[config.mk]
export PLATFORM = sky130hd
export DESIGN_NAME = alu_unit
export DESIGN_NICKNAME = d
export VERILOG_FILES = /design/src/rtl/alu_unit.sv
export SDC_FILE = /design/constraint.sdc
export NUM_CORES = 1
export LEC_CHECK = 0
export ABC_AREA = 1
export CORE_ASPECT_RATIO = 1.5
export CORE_MARGIN = 4
export CORE_UTILIZATION = 54
export DETAILED_ROUTE_END_ITERATION = 8
export DONT_BUFFER_PORTS = 1
export PLACE_DENSITY_LB_ADDON = 0.15
export SYNTH_ARGS = -nofsm -noshare
export SYNTH_HDL_FRONTEND = slang
export SYNTH_SLANG_ARGS = --single-unit
[constraint.sdc]
create_clock -name Clk -period 7.3 [get_ports Clk]
set_clock_uncertainty 0.2 [all_clocks]
set_input_delay 0.73 -clock Clk [delete_from_list [all_inputs] [get_ports Clk]]
set_output_delay 0.73 -clock Clk [all_outputs]
set_load 0.03 [all_outputs]
[src/rtl/alu_unit.sv]
// 8-bit CPU datapath ALU: combinational result/zero/parity plus a registered shift/carry flag.
// Optional build macro ALU_OUT_REG_EN registers Rslt/Zero/Par so they align with SCo.
module alu_unit #(
  parameter int W = 8
) (
  input  logic         Clk,
  input  logic         Rst_n,
  input  logic [W-1:0] DatA,
  input  logic [W-1:0] DatB,
  input  logic [2:0]   Aluop,
  output logic [W-1:0] Rslt,
  output logic         Zero,
  output logic         Par,
  output logic         SCo
);

  localparam logic [2:0] OP_AND = 3'b000;
  localparam logic [2:0] OP_ADD = 3'b001;
  localparam logic [2:0] OP_SUB = 3'b010;
  localparam logic [2:0] OP_OR  = 3'b011;
  localparam logic [2:0] OP_LSH = 3'b100;
  localparam logic [2:0] OP_RSH = 3'b101;
  localparam logic [2:0] OP_CMP = 3'b110;
  localparam logic [2:0] OP_XOR = 3'b111;

  logic [W:0]   sum, diff, shl, shr;
  logic [W-1:0] rslt_c;
  logic         sco_d, sco_q;

  // Shifts run on W+1 bits so the bit pushed out lands in the extra position;
  // amounts beyond W+1 shift everything out and yield zero with no carry.
  assign sum  = {1'b0, DatA} + {1'b0, DatB};
  assign diff = {1'b0, DatA} - {1'b0, DatB};
  assign shl  = {1'b0, DatB} << DatA;
  assign shr  = {DatB, 1'b0} >> DatA;

  always_comb begin
    rslt_c = '0;
    sco_d  = sco_q;
    case (Aluop)
      OP_AND: rslt_c = DatA & DatB;
      OP_ADD: begin rslt_c = sum[W-1:0];  sco_d = sum[W];  end
      OP_SUB: begin rslt_c = diff[W-1:0]; sco_d = diff[W]; end
      OP_OR:  rslt_c = DatA | DatB;
      OP_LSH: begin rslt_c = shl[W-1:0];  sco_d = shl[W];  end
      OP_RSH: begin rslt_c = shr[W:1];    sco_d = shr[0];  end
      OP_CMP: begin
        rslt_c[0] = (DatA != DatB);
        rslt_c[1] = (DatA > DatB);
      end
      OP_XOR: rslt_c = DatA ^ DatB;
      default: rslt_c = '0;
    endcase
  end

  always_ff @(posedge Clk or negedge Rst_n) begin
    if (!Rst_n) sco_q <= 1'b0;
    else        sco_q <= sco_d;
  end

  assign SCo = sco_q;

`ifdef ALU_OUT_REG_EN
  logic [W-1:0] rslt_q;
  logic         zero_q, par_q;

  always_ff @(posedge Clk or negedge Rst_n) begin
    if (!Rst_n) begin
      rslt_q <= '0;
      zero_q <= 1'b1;
      par_q  <= 1'b0;
    end else begin
      rslt_q <= rslt_c;
      zero_q <= (rslt_c == '0);
      par_q  <= ^rslt_c;
    end
  end

  assign Rslt = rslt_q;
  assign Zero = zero_q;
  assign Par  = par_q;
`else
  assign Rslt = rslt_c;
  assign Zero = (rslt_c == '0);
  assign Par  = ^rslt_c;
`endif

endmodule

==> flow_summary.json <==
{
  "status": "finished, final reports clean",
  "grt_max_degree": 20,
  "synth_top_area_share_pct": 18.9,
  "crit_type": "in2out",
  "drt_iter0_drc": 186,
  "grt_pass1_wl_mm": 11.3,
  "drcViolationCount": 0,
  "viasPerCell": 6.05,
  "nets": 421,
  "power_density_nw_per_um2": 81.6,
  "rows": 26,
  "ys_warn_count": 0,
  "gr-total-overflow": 0,
  "utilization_pct": 57.5,
  "syn_nets": 429,
  "worst_pin_slew_ns": 0.686,
  "grt_pass1_vias": 2361,
  "post_synth.cell_area_avg_um2": 5.31,
  "synthDistinctLibCells": 33,
  "hold_class": "in2async",
  "fin_setup_tns_ns": 0,
  "arrival_ns": 3.68,
  "vias": 2479,
  "area_growth_pct": -0.187,
  "finalMaxSlewViolations": 0,
  "ys_seq_elements": 1,
  "cts-resized-gates": 0,
  "cp.required_ns": 6.37,
  "grt_setup_unrepaired": "false",
  "finalHoldViolCount": 0,
  "peakVddDrop_uv": 85.0,
  "clk_latency_ns": 0,
  "die_area_um2": 4780,
  "fin_crit_sh_pct": 63.2,
  "gp_congestion": 1.03,
  "hpwl_mm": 5.86,
  "synth_area_leaders": "nand2_1, ha_1, inv_1",
  "postCtsSetupRepairBufs": 0,
  "drive_gt1_share_pct": 1.63,
  "num_antenna_cells": 0,
  "path_clk_slew_ns": 0,
  "crit_path_end_kind": "output port",
  "setup_viol": 0,
  "first_pass_iters": 5,
  "core_area_um2": 3480,
  "port-buffer-count": 0,
  "groute.usage.overall_pct": 30.9,
  "ant_nets": 0,
  "fin_ws_ns": 2.69,
  "holdBufCountCts": 0,
  "die_w_um": 57.8,
  "fp.dieH_um": 82.7,
  "placement.cell_area_um2": 2000,
  "postSynthCellCount": 378,
  "pin_count": 32,
  "routed_wl_mm": 7.08,
  "netlist_area_um2": 2010,
  "finalCriticalPeriod_ns": 4.61,
  "critPathLaunchType": "input pin",
  "slew_headroom_pct": 53.9,
  "largest_register_ffs": 1,
  "antenna_found_initial": 0,
  "start_util_pct": 57.7,
  "cap_violations": 0,
  "ys_seq_area_share_pct": 1.25,
  "yosysTopAreaCell": "nand2_1",
  "cp_max_fo": 14,
  "design_area_um2": 2000,
  "post-place-ws_ns": 2.72,
  "fmax_mhz": 217,
  "wire_per_inst_um": 17.3,
  "p_leak_nw": 1.15
}
cells in the mapped netlist, drive strengths merged:
cell type  count
o21a           1
nor3           5
xor2           1
o22ai          3
ha            28
and2           1
nand2b         1
o21bai         1
a31oi          3
clkinv         2
nand3         40
a221oi         2
buf            9
xnor2          2
o21ai         24
nand3b         2
a21oi         19
nor3b          1
nand4         18
nand2        101
dfrtp          1
o221ai         1
inv           61
nor4           2
or2            3
clkbuf         1
a211oi         1
fa             2
nor2          39
o211ai         3
worst paths after layout:
kind                                 start         endpoint  slack [ns]  cells past startpoint
setup / recovery                   DatA[2]              Par        2.69                     13
hold / removal                       Rst_n  SCo$_DFFE_PN0P_        0.23                      0
setup reg to reg           SCo$_DFFE_PN0P_  SCo$_DFFE_PN0P_        5.97                      3
hold reg to reg            SCo$_DFFE_PN0P_  SCo$_DFFE_PN0P_        0.67                      3
max in group asynchronous            Rst_n  SCo$_DFFE_PN0P_        6.60                      0
min in group Clk           SCo$_DFFE_PN0P_  SCo$_DFFE_PN0P_        0.67                      3
routing by layer:
metal  GRT usage [%]  up-vias  wire (um)
met1            34.9     1108       2690
met4            17.4        0        492
met2            55.5      108       3380
li1                -     1228          -
met3            3.11       35        513
met5               0        -          0
critical path, stage by stage:
cell and delay [ns]:
clkinv_1 0.18, ha_1 0.53, inv_1 0.17, a21oi_1 0.20, nand2_1 0.11, nand4_1 0.11, nand3_1 0.08, nand3_1 0.09
nand4_1 0.36, inv_1 0.15, ha_1 0.25, xnor2_1 0.14, xnor2_1 0.58
power by group:
part | internal (mW) | switching (mW) | total [mW]
Sequential | 0.00652 | 0.00233 | 0.00885
Combinational | 0.0454 | 0.109 | 0.155
Clock | 0 | 0 | 0
Total | 0.0520 | 0.111 | 0.163
cell usage in the layout, fill, tap and decap left out, drive strengths merged, types with 3 or more instances in the layout:
| cell | Yosys | routed |
|---|---|---|
| a21oi | 19 | 19 |
| a31oi | 3 | 3 |
| ha | 28 | 28 |
| inv | 61 | 61 |
| nand2 | 101 | 101 |
| nand3 | 40 | 40 |
| nand4 | 18 | 18 |
| nor2 | 39 | 39 |
| nor3 | 5 | 5 |
| o211ai | 3 | 3 |
| o21ai | 24 | 24 |
| o22ai | 3 | 3 |
| or2 | 3 | 3 |
stage by stage:
step | hold WS (ns) | instances | total power, mW
after floorplan | 0.234 | 378 | 0.136
after CTS | 0.234 | 410 | 0.161
after global placement | 0.234 | 410 | 0.160
after global routing | 0.234 | 410 | 0.181
after detailed placement | 0.234 | 410 | 0.161
final | 0.234 | 410 | 0.163
cells by family after synthesis:
group                      Yosys count  synth area share (%)
AOI/OAI and AO/OA                   58                  16.3
xor gates and xnor gates             3                  1.31
adders and majority gates           30                  19.5
buffers and inverters               73                  14.6
DFF                                  1                  1.25
and+or+nand+nor                    213                  47.1
layout make-up:
type / instances / area [um^2]
fill: 380 / 1480
inverter: 63 / 236
multi-input combinational: 304 / 1690
sequential: 1 / 25.0
tap: 42 / 52.6
Power figures use the tool's default switching activity.
